## src/rtl/pcie_seq_pkg.sv

```systemverilog
// Shared types and helpers for the PCIe BFM link-training sequencer:
// LTSSM state encoding, legal lane widths and the width-negotiation rule.
package pcie_seq_pkg;

    typedef enum logic [2:0] {
        RESET_WAIT = 3'd0,
        DETECT     = 3'd1,
        POLLING    = 3'd2,
        CONFIG     = 3'd3,
        L0         = 3'd4,
        RECOVERY   = 3'd5
    } ltssm_e;

    localparam int MAX_LANES        = 16;
    localparam int NUM_LEGAL_WIDTHS = 5;
    localparam int LEGAL_WIDTHS [NUM_LEGAL_WIDTHS] = '{1, 2, 4, 8, 16};

    typedef struct packed {
        logic [4:0] width;
        logic       reversed;
    } nego_t;

    // Widest contiguous block anchored at lane 0 (normal) or at the top lane
    // (reversed); on a tie the normal ordering is kept. Width 0 = no link.
    function automatic nego_t negotiate_width(input logic [MAX_LANES-1:0] det_mask,
                                              input int link_width,
                                              input bit allow_rev);
        nego_t                res;
        int                   n_w;
        int                   r_w;
        logic [MAX_LANES-1:0] low;
        logic [MAX_LANES-1:0] high;
        n_w = 0;
        r_w = 0;
        for (int i = 0; i < NUM_LEGAL_WIDTHS; i++) begin
            if (LEGAL_WIDTHS[i] <= link_width) begin
                low  = {MAX_LANES{1'b1}} >> (MAX_LANES - LEGAL_WIDTHS[i]);
                high = low << (link_width - LEGAL_WIDTHS[i]);
                if ((det_mask & low) == low) n_w = LEGAL_WIDTHS[i];
                if (allow_rev && ((det_mask & high) == high)) r_w = LEGAL_WIDTHS[i];
            end
        end
        if (r_w > n_w) begin
            res.width    = 5'(r_w);
            res.reversed = 1'b1;
        end else begin
            res.width    = 5'(n_w);
            res.reversed = 1'b0;
        end
        return res;
    endfunction

endpackage

```

## src/rtl/pcie_lane_lock_timer.sv

```systemverilog
// Consecutive-lock counter plus in-state timeout counter, shared by
// POLLING and RECOVERY. Both counters sit at zero whenever disabled.
module pcie_lane_lock_timer #(
    parameter int LINK_WIDTH = 1,
    parameter int IDLE_EXIT  = 16,
    parameter int POLL_TO    = 1024
) (
    input  logic                  CLK,
    input  logic                  PERST_n,
    input  logic                  enable,
    input  logic [LINK_WIDTH-1:0] mask,
    input  logic [LINK_WIDTH-1:0] rx_ts_ok,
    output logic                  locked,
    output logic                  timeout
);

    localparam int LCW = $clog2(IDLE_EXIT + 1);
    localparam int TCW = $clog2(POLL_TO + 1);

    logic [LCW-1:0] lock_cnt;
    logic [TCW-1:0] age_cnt;
    logic           all_ok;

    assign all_ok = (rx_ts_ok & mask) == mask;
    assign locked = enable && all_ok && (lock_cnt == LCW'(IDLE_EXIT - 1));
    // A lock completing on the timeout cycle takes priority.
    assign timeout = enable && !locked && (age_cnt == TCW'(POLL_TO - 1));

    always_ff @(posedge CLK) begin
        if (!PERST_n || !enable || locked || timeout) begin
            lock_cnt <= '0;
            age_cnt  <= '0;
        end else begin
            age_cnt  <= age_cnt + TCW'(1);
            lock_cnt <= all_ok ? lock_cnt + LCW'(1) : '0;
        end
    end

endmodule

```

## src/rtl/pcie_link_train_seq.sv

```systemverilog
// Multi-lane link bring-up sequencer: reset hold-off, receiver detect,
// lane lock, width negotiation (optionally reversed), L0 and recovery.
module pcie_link_train_seq
    import pcie_seq_pkg::*;
#(
    parameter int LINK_WIDTH       = 1,
    parameter int PERST_DLY        = 100,
    parameter int DETECT_TO        = 64,
    parameter int IDLE_EXIT        = 16,
    parameter int POLL_TO          = 1024,
    parameter int SUPPORT_REVERSAL = 1
) (
    input  logic                          CLK,
    input  logic                          PERST_n,
    input  logic [LINK_WIDTH-1:0]         rx_present,
    input  logic [LINK_WIDTH-1:0]         rx_ts_ok,
    input  logic                          train_req,
    output logic [LINK_WIDTH-1:0]         tx_elec_idle,
    output logic                          tx_detect_en,
    output logic [2:0]                    ltssm_state,
    output logic                          link_up,
    output logic [$clog2(LINK_WIDTH):0]   nego_width,
    output logic                          lane_reversed,
    output logic                          err_timeout,
    output logic [3:0]                    detect_retries
);

    localparam int NW      = $clog2(LINK_WIDTH) + 1;
    localparam int CNT_MAX = (PERST_DLY > DETECT_TO) ? PERST_DLY : DETECT_TO;
    localparam int CW      = $clog2(CNT_MAX + 1);

    ltssm_e                state;
    ltssm_e                next_state;
    logic [CW-1:0]         cnt;
    logic [LINK_WIDTH-1:0] det_mask;
    logic [LINK_WIDTH-1:0] active_mask;
    logic [LINK_WIDTH-1:0] timer_mask;
    logic                  timer_en;
    logic                  locked;
    logic                  timeout;
    logic                  det_done;
    nego_t                 nego;
    int                    nw_int;

    assign det_done    = (cnt == CW'(DETECT_TO - 1));
    assign nego        = negotiate_width(MAX_LANES'(det_mask), LINK_WIDTH, SUPPORT_REVERSAL != 0);
    assign nw_int      = int'(nego_width);
    assign ltssm_state = state;

    // Lanes carrying the negotiated link: bottom lanes, or top lanes when reversed.
    always_comb begin
        active_mask = '0;
        for (int i = 0; i < LINK_WIDTH; i++) begin
            if (lane_reversed) active_mask[i] = (i >= LINK_WIDTH - nw_int);
            else               active_mask[i] = (i < nw_int);
        end
    end

    pcie_lane_lock_timer #(
        .LINK_WIDTH (LINK_WIDTH),
        .IDLE_EXIT  (IDLE_EXIT),
        .POLL_TO    (POLL_TO)
    ) u_lock_timer (
        .CLK      (CLK),
        .PERST_n  (PERST_n),
        .enable   (timer_en),
        .mask     (timer_mask),
        .rx_ts_ok (rx_ts_ok),
        .locked   (locked),
        .timeout  (timeout)
    );

    always_ff @(posedge CLK) begin
        if (!PERST_n) state <= RESET_WAIT;
        else          state <= next_state;
    end

    always_comb begin
        next_state   = state;
        tx_detect_en = 1'b0;
        link_up      = 1'b0;
        tx_elec_idle = '1;
        timer_en     = 1'b0;
        timer_mask   = det_mask;
        case (state)
            RESET_WAIT: if (cnt == CW'(PERST_DLY - 1)) next_state = DETECT;
            DETECT: begin
                tx_detect_en = 1'b1;
                if (det_done && rx_present != '0) next_state = POLLING;
            end
            POLLING: begin
                tx_elec_idle = ~det_mask;
                timer_en     = 1'b1;
                if (locked)       next_state = CONFIG;
                else if (timeout) next_state = DETECT;
            end
            CONFIG: begin
                tx_elec_idle = ~det_mask;
                next_state   = (nego.width == 5'd0) ? DETECT : L0;
            end
            L0: begin
                tx_elec_idle = ~active_mask;
                link_up      = 1'b1;
                if (train_req || |(active_mask & ~rx_ts_ok)) next_state = RECOVERY;
            end
            RECOVERY: begin
                tx_elec_idle = ~active_mask;
                timer_en     = 1'b1;
                timer_mask   = active_mask;
                if (locked)       next_state = L0;
                else if (timeout) next_state = DETECT;
            end
            default: next_state = RESET_WAIT;
        endcase
    end

    always_ff @(posedge CLK) begin
        if (!PERST_n) begin
            cnt            <= '0;
            det_mask       <= '0;
            nego_width     <= '0;
            lane_reversed  <= 1'b0;
            err_timeout    <= 1'b0;
            detect_retries <= '0;
        end else begin
            // An empty detect window restarts just like a fresh state entry.
            if (next_state != state || (state == DETECT && det_done))
                cnt <= '0;
            else if (state == RESET_WAIT || state == DETECT)
                cnt <= cnt + CW'(1);

            if (state == DETECT && det_done) begin
                det_mask <= rx_present;
                if (rx_present == '0 && detect_retries != 4'hF)
                    detect_retries <= detect_retries + 4'd1;
            end

            if (state == CONFIG && nego.width != 5'd0) begin
                nego_width    <= NW'(nego.width);
                lane_reversed <= nego.reversed;
            end

            if ((state == POLLING || state == RECOVERY) && timeout)
                err_timeout <= 1'b1;
            if (state == RECOVERY && timeout)
                nego_width <= '0;
        end
    end

endmodule

```

## config.mk

```make
export PLATFORM = sky130hd
export DESIGN_NAME = pcie_link_train_seq
export DESIGN_NICKNAME = d
export VERILOG_FILES = /design/src/rtl/pcie_seq_pkg.sv /design/src/rtl/pcie_lane_lock_timer.sv /design/src/rtl/pcie_link_train_seq.sv
export SDC_FILE = /design/constraint.sdc
export NUM_CORES = 1
export LEC_CHECK = 0
export BUFFER_PORTS_ARGS = -buffer_cell sky130_fd_sc_hd__buf_2
export CELL_PAD_IN_SITES_DETAIL_PLACEMENT = 0
export CELL_PAD_IN_SITES_GLOBAL_PLACEMENT = 2
export CORE_ASPECT_RATIO = 0.7
export CORE_UTILIZATION = 39
export CTS_CLUSTER_DIAMETER = 80
export CTS_CLUSTER_SIZE = 10
export DETAILED_ROUTE_END_ITERATION = 8
export HOLD_SLACK_MARGIN = 0.08
export MAX_ROUTING_LAYER = met4
export PLACE_DENSITY = 0.94
export SLEW_MARGIN = 20
export SYNTH_ARGS = -nofsm -noshare
export SYNTH_HDL_FRONTEND = slang
export SYNTH_SLANG_ARGS = --single-unit
```

## constraint.sdc

```tcl
create_clock -name CLK -period 3.5 [get_ports CLK]
set_clock_uncertainty 0.05 [all_clocks]
set_input_delay 0.7 -clock CLK [delete_from_list [all_inputs] [get_ports CLK]]
set_output_delay 0.7 -clock CLK [all_outputs]
set_load 0.005 [all_outputs]
```

# After elaboration in Yosys (flattened, before gate mapping)
# Cells that the tools add are included.
[totals] register_bits=34 elab_cells=83 output_inout_bits=13
[classes] magnitude_cmp=3 n_addsub=5 muxes=16 n_eq_ne=12 n_reduce_logical=30 n_bitwise=8
[ops] cell="$mux 3" n=7
[ops] cell="$pmux 3 s6" n=1
[ops] cell="$reduce_or 2->1" n=6
[ops] cell="$add 11x1->11 const B" n=1
[ops] cell="$eq 11x10->1 const B" n=1
[ops] cell="$logic_and 1x1->1" n=10
[ops] cell="$add 7x1->7 const B" n=1
[ops] cell="$eq 7x6->1 const B" n=1
[ops] cell="$eq 7x7->1 const B" n=1
[ops] cell="$logic_or 1x1->1" n=7
[ops] cell="$mux 1" n=7
[ops] cell="$eq 3x2->1 const B" n=2
[ops] cell="$eq 3x3->1 const B" n=2
[ops] cell="$not 1->1" n=6
[ops] cell="$add 5x1->5 const B" n=1
[ops] cell="$eq 5x4->1 const B" n=1
[ops] cell="$logic_not 5->1" n=1
[ops] cell="$reduce_bool 5->1" n=1
[ops] cell="$add 4x1->4 const B" n=1
[ops] cell="$ne 4x4->1 const B" n=1
[ops] cell="$eq 3x1->1 const B" n=1
[ops] cell="$logic_not 1->1" n=3
[ops] cell="$logic_not 3->1" n=1
[ops] cell="$ne 3x3->1" n=1
[ops] cell="8 further kinds" n=9

# Longest topological paths before layout
[logic_depth] depth_word=17 depth_mapped=9 mapped_depth_nobuf=8

# Modules after synthesis
# Synthesis repeated with hierarchy kept, for this count alone.
[hier_totals] cells_unflattened=185 hier_area_um2=1716.6
[modules_own_cells] mod="pcie_link_train_seq" seq_area_each_um2=340.3 area_each_um2=994.7 instances=1 cells_each=111
[modules_own_cells] mod="pcie_lane_lock_timer" seq_area_each_um2=320.3 area_each_um2=721.9 instances=1 cells_each=74

# Least setup slack after synthesis
# No wires, ideal clock.
[synth_timing] path_type="register to register" from="register u_lock_timer.lock_cnt[0]" to="register cnt[0]" slack_ps=1495 path_stages_with_launch=9 t_arrival_ps=1867 t_required_ps=3362 synth_period_minus_slack_ps=2005 setup_ps=88 cell_sequence="dfxtp_1 -> ha_1 -> and3_1 -> ha_1 -> inv_1 -> a221o_2 -> nand3_4 -> o311ai_4 -> nor4_2"
[synth_via] elab_chain_len=11
[synth_rtl] item="start: declaration" line_no="pcie_lane_lock_timer.sv:20" text="logic [LCW-1:0] lock_cnt;"
[synth_rtl] item="start signal: assignment" line_no="pcie_lane_lock_timer.sv:35" text="lock_cnt <= all_ok ? lock_cnt + LCW'(1) : '0;"
[synth_rtl] item="$eq 5x4->1 (*)" line_no="pcie_lane_lock_timer.sv:25" text="assign locked = enable && all_ok && (lock_cnt == LCW'(IDLE_EXIT - 1));"
[synth_rtl] item="$logic_and 1x1->1 (*)" line_no="pcie_lane_lock_timer.sv:25"
[synth_rtl] item="$logic_not 1->1" line_no="pcie_lane_lock_timer.sv:27" text="assign timeout = enable && !locked && (age_cnt == TCW'(POLL_TO - 1));"
[synth_rtl] item="$logic_and 1x1->1 (2 in series)" line_no="pcie_lane_lock_timer.sv:27"
[synth_rtl] item="$mux 3" line_no="pcie_link_train_seq.sv:95, pcie_link_train_seq.sv:111"
[synth_rtl] item="$mux 3 (on tied branches)" line_no="pcie_link_train_seq.sv:110, pcie_link_train_seq.sv:94"
[synth_rtl] item="$pmux 3 s6 (*)" line_no="pcie_link_train_seq.sv:85" text="case (state)"
[synth_rtl] item="$ne 3x3->1 (*)" line_no="pcie_link_train_seq.sv:127" text="if (next_state != state || (state == DETECT && det_done))"
[synth_rtl] item="$logic_or 1x1->1 (*)" line_no="pcie_link_train_seq.sv:127"
[synth_rtl] item="$reduce_or 2->1 (no line) (*)"
[synth_rtl] item="end signal: assignment" line_no="pcie_link_train_seq.sv:130" text="cnt <= cnt + CW'(1);"
[synth_rtl] item="end: declaration" line_no="pcie_link_train_seq.sv:34" text="logic [CW-1:0] cnt;"
# Mark *: on every way between the ends. The rest lies on a longest branch, timed or not.
# A chain may end at the register's enable or synchronous reset.

# Final worst setup path
[layout_timing] from="register state[2], in the netlist ltssm_state[2]" to="output port tx_elec_idle"
[layout_via] elab_chain_len=3
[layout_rtl] item="start: declaration" line_no="pcie_link_train_seq.sv:32" text="ltssm_e state;"
[layout_rtl] item="start signal: assignment" line_no="pcie_link_train_seq.sv:75" text="else state <= next_state;"
[layout_rtl] item="$eq 3x3->1 / $eq 3x2->1 (equally long branches)" line_no="pcie_link_train_seq.sv:85"
[layout_rtl] item="$reduce_or 2->1 (no line)"
[layout_rtl] item="$pmux 1 s2 (*)" line_no="pcie_link_train_seq.sv:85"
[layout_rtl] item="end: declaration" line_no="pcie_link_train_seq.sv:18" text="output logic [LINK_WIDTH-1:0] tx_elec_idle,"
# Marked as above.

==> impl_metrics.ini <==
[run_status]
status = finished clean

[floorplan]
dieArea_um2 = 4730
core_area_um2 = 4090
start_util = 0.425
dieHeight_um = 57.9
io_pins = 18
die_x_um = 81.8
fp-row-count = 19

[synthesis]
ys_ff_latch = 33
syn-num-nets = 192
avgSynthCellArea_um2 = 9.55
ys_warn_count = 0
synth_edf_count = 0
synth-main-ff-cell = dfxtp_1
synthCells = 182
ys_types = 49
syn_area_um2 = 1740
synthArstFlopShare = 0
yosysSeqAreaShare = 0.380

[timing]
timing.slew.headroom = 0.595
tns_ns = 0
fmax_ghz = 0.429
layout_min_cycle_time_ns = 2.33
hold_violations = 0
tightestPinTransition_ns = 0.607
worst_hold_slack_ns = 0.407
drv_slew = 0
fin_crit_sh = 0.666
setup_slack_ns = 1.17
setup_viol = 0
rsz0062_at_grt = false

[pwr]
power_density_nw_per_um2 = 394
leakage_nw = 0.747
irDropWorstVdd_v = 0.000218

[cells_and_area]
syn_to_final_growth_pct = 12.2
finalNetCount = 209
drive_gt1_frac = 0.230
multiInputGateArea_um2 = 993
seq_area_um2 = 661
design_area_um2 = 1950
diodes = 0
layout_common_cells = 33 x dfxtp_1, 22 x nor2_1, 16 x buf_2
nFillCells = 382
mostFrequentLayoutCell = dfxtp_1

[detailed_routing]
dr.pass1.iters = 4
remaining_drc_errors = 0
vias = 1332
wl_um = 3640
antenna_left = 0
drtIter0Drc = 148
avgRoutedWirePerCell_um = 14.4
via_per_inst = 5.29

[setup_path]
r2r_slack_ns = 1.29
r2r_cells = 5
critPathCapture = tx_elec_idle
worstPathMaxFanout = 11
r2r_end = cnt[5]$_SDFFE_PP0P_
required_ns = 2.75
crit_path_start = ltssm_state[2]$_SDFF_PN0_
cp-end-kind = primary output
arrival_ns = 1.58
critPathKind = reg -> out
worstReg2RegStart = ltssm_state[0]$_SDFF_PN0_
startpoint_type = flop

[clocking]
clkSlewWorstSetupHoldPaths_ns = 0.07
clock-sinks = 33
cts_root_buf = clkbuf_8
cts-buffers-inserted = 5
clk-insertion-delay-late_ns = 0.28
htreeDepth = 2
post_cts_resized = 0
clk_path_buf_depth = 2
ctsHoldBuffers = 0
cts_tree = built
cts_setup_buffers = 0

[placement]
gp_congestion = 0.892
placed_cell_area_um2 = 1830
post-dp-hpwl_um = 2660
pre_cts_slack_ns = 1.30
portBuffers = 16

[global_routing]
grt_overflow = 0
grt_pass1_vias = 1288
grt_util_all_layers = 0.180
grt_pass1_wl_um = 6040
grt_max_degree = 15
antenna_found_initial = 0

[min_path]
hp-class = reg -> reg

[run]
max_cap_violations = 0
-- logic make-up (layout without fill, tap and decap cells) --
logic type	count (synthesis)	after routing	share of synthesized area
simple gates	86	86	0.315
flops	33	33	0.380
compound gates	22	22	0.115
xor+xnor	18	18	0.0907
buf+inv	15	33	0.0482
fa+ha+maj	5	5	0.0360
mux	2	2	0.0122
other cells	1	1	0.00216
-- power breakdown --
part | switching, mW | total, mW | internal (mW)
clock | 0.137 | 0.369 | 0.232
combinational | 0.0112 | 0.0188 | 0.00762
sequential | 0.00263 | 0.381 | 0.378
-- cell type report --
type                            instances  share of cell area
Clock buffer                            7              0.0443
Clock inverter                          1              0.0154
Inverter                                9              0.0173
Multi-Input combinational cell        134               0.510
Sequential cell                        33               0.339
Tap cell                               52              0.0334
Timing Repair Buffer                   16              0.0411
-- sequential cells by signal, summed over array words and instances, names as in the netlist --
register	cells
cnt	7
det_mask	1
detect_retries	4
err_timeout	1
ltssm_state	3
nego_width	1
u_lock_timer.age_cnt	11
u_lock_timer.lock_cnt	5
-- per-layer routing --
metal	wire [µm]	vias up	track usage
met5	0	-	-
met4	42	0	0.0602
met3	156	5	0.0646
met2	1540	24	0.236
met1	1910	623	0.251
li1	-	680	-
-- synth_stat cells, types with 2 or more instances --
master   count  share of area
o21ai_1      2         0.0058
nor2_1      22          0.048
nor2b_1      3          0.011
o21ai_0      2         0.0058
nor3b_2      2          0.014
xor2_1       8          0.040
nand4_1      6          0.022
and2_1       2         0.0072
xnor2_1     10          0.050
a22oi_1      2         0.0086
inv_2        2         0.0043
buf_6        3          0.019
nand3_1      9          0.026
ha_1         5          0.036
a31oi_1      2         0.0072
a21oi_1      4          0.012
nor3_1       3         0.0086
nand2_1     15          0.032
dfxtp_1     33           0.38
inv_1        6          0.013
and3_1       6          0.022
nor4_2       8          0.058
-- metrics by stage --
| stage | cells | util | total power, mW |
|---|---|---|---|
| 6_report | 252 | 0.477 | 0.769 |
| 5_1_grt | 252 | 0.477 | 0.802 |
| 4_1_cts | 252 | 0.477 | 0.775 |
| 3_5_place_dp | 244 | 0.448 | 0.408 |
| 3_3_place_gp | 244 | 0.448 | 0.408 |
| 2_1_floorplan | 182 | - | 0.402 |
-- worst max-delay path: stages, from the launching register on --
cell,delay [ns]
dfxtp_1,0.66
nor2b_1,0.33
a22oi_1,0.15
buf_2,0.15
-- worst min path at each step --
| stage | start | end | slack (ns) | cells past startpoint |
|---|---|---|---|---|
| final | u_lock_timer.lock_cnt[0]$_SDFF_PP0_ | u_lock_timer.lock_cnt[0]$_SDFF_PP0_ | 0.41 | 1 |
| after global routing | u_lock_timer.lock_cnt[0]$_SDFF_PP0_ | u_lock_timer.lock_cnt[0]$_SDFF_PP0_ | 0.42 | 1 |
| after CTS | u_lock_timer.lock_cnt[0]$_SDFF_PP0_ | u_lock_timer.lock_cnt[0]$_SDFF_PP0_ | 0.41 | 1 |
| after detailed placement | u_lock_timer.lock_cnt[0]$_SDFF_PP0_ | u_lock_timer.lock_cnt[0]$_SDFF_PP0_ | 0.40 | 1 |
| after global placement | u_lock_timer.lock_cnt[0]$_SDFF_PP0_ | u_lock_timer.lock_cnt[0]$_SDFF_PP0_ | 0.38 | 1 |
| after floorplan | u_lock_timer.lock_cnt[0]$_SDFF_PP0_ | u_lock_timer.lock_cnt[0]$_SDFF_PP0_ | 0.37 | 1 |
Note: power is estimated with default switching activity, not from simulation.
